`config.mk`:
```
export PLATFORM = sky130hd
export DESIGN_NAME = ifu_pc_fetch
export DESIGN_NICKNAME = d
export VERILOG_FILES = /design/src/rtl/ifu_pc_fetch.sv
export SDC_FILE = /design/constraint.sdc
export NUM_CORES = 1
export LEC_CHECK = 0
export CAP_MARGIN = 20
export CORE_MARGIN = 2
export CORE_UTILIZATION = 25
export CTS_CLUSTER_DIAMETER = 50
export DETAILED_ROUTE_END_ITERATION = 6
export PLACE_DENSITY = 0.66
export SETUP_SLACK_MARGIN = 0.5
export SYNTH_ARGS = -nofsm -noshare
export SYNTH_HDL_FRONTEND = slang
export SYNTH_SLANG_ARGS = --single-unit
```
`constraint.sdc`:
```
create_clock -name clk -period 3 [get_ports clk]
set_clock_uncertainty 0.05 [all_clocks]
set_input_delay 0.6 -clock clk [delete_from_list [all_inputs] [get_ports clk]]
set_output_delay 0.6 -clock clk [all_outputs]
set_load 0.005 [all_outputs]
```
`src/rtl/ifu_pc_fetch.sv`:
```
// Instruction-fetch front end: PC register, next-PC select (redirect > stall > sequential) and imem port.
// Optional redirect-alignment checking is compiled in with `define IFU_MISALIGN_CHECK_EN.
module ifu_pc_fetch #(
    parameter int unsigned ADDR_WIDTH = 32,
    parameter int unsigned DATA_WIDTH = 32,
    parameter logic [ADDR_WIDTH-1:0] RESET_PC = ADDR_WIDTH'(32'h8000_0000)
) (
    input  logic                  clk,
    input  logic                  rst,
    input  logic                  jump_en,
    input  logic [ADDR_WIDTH-1:0] dnpc,
    input  logic                  stall,
    input  logic [DATA_WIDTH-1:0] imem_rdata,
    output logic                  imem_ren,
    output logic [ADDR_WIDTH-1:0] imem_raddr,
    output logic [ADDR_WIDTH-1:0] pc,
    output logic [DATA_WIDTH-1:0] inst,
    output logic                  misalign_err
);

    localparam int unsigned PC_STEP = 4;

    logic [ADDR_WIDTH-1:0] snpc;
    logic [ADDR_WIDTH-1:0] npc;
    logic                  dnpc_misaligned;

    assign snpc            = pc + ADDR_WIDTH'(PC_STEP);
    assign dnpc_misaligned = (dnpc[1:0] != 2'b00);

    // Next-PC select; a misaligned redirect holds the PC when checking is enabled
    always_comb begin
        npc = snpc;
        if (jump_en) begin
`ifdef IFU_MISALIGN_CHECK_EN
            npc = dnpc_misaligned ? pc : dnpc;
`else
            npc = dnpc;
`endif
        end else if (stall) begin
            npc = pc;
        end
    end

    always_ff @(posedge clk or posedge rst) begin
        if (rst) begin
            pc <= RESET_PC;
        end else begin
            pc <= npc;
        end
    end

`ifdef IFU_MISALIGN_CHECK_EN
    // Sticky until the next aligned redirect
    always_ff @(posedge clk or posedge rst) begin
        if (rst) begin
            misalign_err <= 1'b0;
        end else if (jump_en) begin
            misalign_err <= dnpc_misaligned;
        end
    end
`else
    logic unused_misaligned;
    assign unused_misaligned = dnpc_misaligned;
    assign misalign_err      = 1'b0;
`endif

    // Memory reads are combinational; instruction is zeroed while in reset
    assign imem_ren   = ~rst;
    assign imem_raddr = pc;
    assign inst       = imem_ren ? imem_rdata : DATA_WIDTH'(0);

endmodule

```
# Yosys cells after proc, flatten, opt, wreduce, memory -nomap -nowiden
# Index checks and enable logic that the tools add are counted.
op_classes:
  bitwise_logic: 1
  n_addsub: 1
  eq_ne: 1
  mux: 3
ops:
  columns: ["operator", "count"]
  rows:
  - ["2-to-1 mux 32 bit", 3]
  - ["adder 32 x 3 -> 32 bit (second input constant)", 1]
  - ["inequality test 2 bit (second input constant)", 1]
  - ["NOT 1 bit", 1]
totals:
  regBits: 32
  inputBits: 68
  out_inout_bits: 98

# Depth between registers and ports, before layout
depth:
  ltp_word: 3
  mapped_depth: 6
  ltp_nobuf: 5

# Worst setup path after synthesis
# Ideal clock, no wire load.
synth_timing:
  path_kind: "input to output"
  from: "in rst"
  to: "out imem_ren"
  n_path_buf: 1
  stages: 2
  arrival_ps: 1509
  setup_slack_ps: 841
  cell_sequence: "clkbuf_1 inv_1"
synth_between:
  elab_chain_cells: 1
synth_rtl:
  columns: ["element", "line_no", "rtl"]
  rows:
  - ["from (decl)", "9", "input logic rst,"]
  - ["NOT 1 bit", "68", "assign imem_ren = ~rst;"]
  - ["to (decl)", "14", "output logic imem_ren,"]
# Every way passes these cells.

# Worst setup path in the final report
layout_timing:
  from: "in rst"
  to: "out inst[30]"
layout_between:
  elab_chain_cells: 1
layout_rtl:
  columns: ["element", "line_no", "rtl"]
  rows:
  - ["2-to-1 mux 32 bit", "70", "assign inst = imem_ren ? imem_rdata : DATA_WIDTH'(0);"]
  - ["to (decl)", "17", "output logic [DATA_WIDTH-1:0] inst,"]
# Every way passes these cells.

==> results.toml <==
[pwr]
ir_drop_mv = 0.1784
power_density_nw_per_um2 = 337.4
leakagePower_uw = 0.001510

[detailed_routing]
vias_per_cell = 4.725
routedWlPerCell_um = 14.68
first_iter_violations = 82
num_vias = 2443
drcViolationCount = 0
antenna_left = 0
drt_pass1_iterations = 4
drt_wl_total_mm = 7.588

[final_layout]
drive_gt1_share_pct = 4.680
area_delta_synth_final_pct = 69.37
fin_area_sq_um = 3978
nets = 474
nFillCells = 923
antenna_cells = 0
largest_register_ffs = 32

[worst_setup_path]
crit_arrival_ns = 1.80
crit_type = "in -> out"
r2r_cells = 5
setup.worst_path.end = "inst[30]"
critPathLaunch = "rst"
reg2reg_to = "imem_raddr[24]$_DFFE_PP0N_"
cp.required_ns = 2.35
crit_path_end_kind = "primary output"
path_max_fanout = 16
r2r-start = "imem_raddr[2]$_DFFE_PP0N_"
r2r_slack_ns = 0.94
critPathLaunchType = "input pin"

[floorplanning]
num_rows = 35
design.die.area_sq_um = 10180
fp.dieW_um = 100.9
fp.dieH_um = 100.9
start_util_pct = 25.54
io_pins = 166
fp.coreArea_sq_um = 9196

[cts]
numCtsBuffers = 5
cts_max_level = 2
holdBufCountCts = 0
cts-root-buf = "clkbuf_8"
cts_tree = "yes"
path_clk_slew_ns = 0.07
cts_buffer_depth = 2
cts_sinks = 32
insertion_delay_ns = 0.29

[synthesis]
synth_seq_area_share_pct = 34.15
synth_area_sq_um = 2349
ys_warn_count = 0
yosysTopAreaCell = "dfrtp_1"
syn_inst = 278
synth_area_leaders = "dfrtp_1 (33%), buf_4 (11%), nor2b_1 (8.8%), nand2_1 (4.3%), o21ai_0 (3.4%)"
syn-mean-instance-area_sq_um = 8.448
synth_top_flop_cell = "dfrtp_1"
synth.distinct_cells = 39
synth_top_area_share_pct = 33.03
synthArstFlopShare_pct = 100.0
synth-edff-count = 0
syn-num-nets = 347
ys_seq_elements = 32

[timing]
period_needed_ns = 2.448
hold_viol_final = 0
period_share_pct = 81.59
slew_violations = 0
max_freq_mhz = 408.6
setup_viol = 0
setup_tns_ns = 0
worst_slew_pin_slew_ns = 0.5954
slew_headroom_pct = 59.94
grt_setup_unrepaired = "false"

[global_routing]
grt_pass1_vias = 2246
antenna_found_initial = 0
grt.total_usage_pct = 14.03
grt_pass1_wl_mm = 11.32
grt_max_degree = 38
overflow = 0

[place]
dp_hpwl_mm = 5.795
place_congestion = 0.7679
placed_area_sq_um = 3844
numPortBuffers = 164

[min_path]
min_path_type = "reg -> reg"

[run]
cap_violations = 0

[run_status]
status = "complete, no violations"
==> metal layers <==
| metal | vias up | track usage, % | part of all wire, % |
|---|---|---|---|
| met2 | 112 | 23.59 | 47 |
| met5 | - | 0 | 0 |
| met3 | 5 | 3.606 | 8.9 |
| met4 | 0 | 2.495 | 0.58 |
| li1 | 1207 | - | - |
| met1 | 1119 | 18.38 | 43 |
==> logic make-up (layout without fill, tap and decap cells) <==
group / Yosys count / count (layout) / synth area share [%]
fa+ha+maj: 1 / 1 / 0.5327
mux: 3 / 3 / 1.385
compound gates: 40 / 40 / 11.13
other cells: 1 / 1 / 0.1597
flops: 32 / 32 / 34.15
simple gates: 133 / 133 / 32.66
buf+inv: 54 / 182 / 14.76
xor+xnor: 14 / 14 / 5.221
==> final cells by class <==
type / instances / area (sq um) / area share (%)
Clock buffer: 5 / 68.82 / 1.730
Inverter: 5 / 18.77 / 0.4718
Clock inverter: 3 / 18.77 / 0.4718
Multi-Input combinational cell: 192 / 1200 / 30.17
Tap cell: 111 / 138.9 / 3.492
Sequential cell: 32 / 802.0 / 20.16
Timing Repair Buffer: 169 / 1730 / 43.50
==> worst min path at each step <==
stage	startpoint	endpoint	cells after the start
4_1_cts	imem_raddr[1]$_DFFE_PP0P_	imem_raddr[1]$_DFFE_PP0P_	1
5_1_grt	imem_raddr[1]$_DFFE_PP0P_	imem_raddr[1]$_DFFE_PP0P_	1
2_1_floorplan	imem_raddr[0]$_DFFE_PP0P_	imem_raddr[0]$_DFFE_PP0P_	1
3_5_place_dp	imem_raddr[1]$_DFFE_PP0P_	imem_raddr[1]$_DFFE_PP0P_	1
3_3_place_gp	imem_raddr[1]$_DFFE_PP0P_	imem_raddr[1]$_DFFE_PP0P_	1
6_report	imem_raddr[1]$_DFFE_PP0P_	imem_raddr[1]$_DFFE_PP0P_	1
==> placed cells by master, fill, tap and decap left out, types with 2 or more instances in the layout <==
cell type	netlist	layout
a311o_1	2	2
a31oi_1	8	8
and2_1	3	3
and3_1	4	4
and4_1	5	5
buf_12	0	2
buf_4	34	2
clkbuf_8	0	5
clkdlybuf4s50_1	0	162
clkinv_2	0	2
dfrtp_1	31	31
inv_1	5	5
mux2_2	2	2
nand2_1	27	27
nand2b_1	2	2
nand3_1	13	13
nand4_1	9	9
nand4_2	2	2
nand4b_1	2	2
nor2_1	14	14
nor2b_1	33	33
nor4_1	5	5
o211ai_1	2	2
o21ai_0	16	16
o31a_1	4	4
o31ai_1	7	7
or4_1	8	8
xnor2_1	8	8
xor2_1	6	6
==> synthesized netlist by cell type, drive strengths merged (5+ instances only) <==
cell / number
inv: 5
nor2b: 33
nand2: 27
nand3: 14
clkbuf: 12
a31oi: 8
buf: 37
xnor2: 8
or4: 8
and4: 5
o21ai: 16
xor2: 6
nor2: 14
dfrtp: 31
o31ai: 7
nor4: 5
nand4: 11
==> report_power, final <==
group          leakage (uW)  internal, uW  switching, uW  total (uW)
Clock             0.0000479           162            173         335
Combinational       0.00109           318            142         460
Sequential         0.000376           474           74.2         548
==> critical path, stage by stage <==
cell and delay (ns):
dlygate4sd2_1 0.27, bufbuf_16 0.29, nor2b_1 0.12, clkdlybuf4s50_1 0.52
==> per-stage QoR <==
step           worst slack (ns)  instances  utilization [%]  hold slack [ns]  total power (uW)
5_1_grt                  0.5031        517            43.25           0.5144              1429
2_1_floorplan            0.8413        278                -           0.4793             729.6
6_report                 0.5524        517            43.25           0.4821              1342
3_5_place_dp             0.3171        508            41.80           0.4714              1012
3_3_place_gp             0.3449        508            41.80           0.4693              1005
4_1_cts                  0.5620        517            43.22           0.4885              1365
==> what timing repair did <==
action	4_1_cts	5_1_grt
cloned	1	0
setup buffers	0	0
endpoints found under the setup margin	33	1
hold endpoints to repair	0	0
gates resized for setup	4	1
No activity file was read; power rests on OpenSTA's default activity.
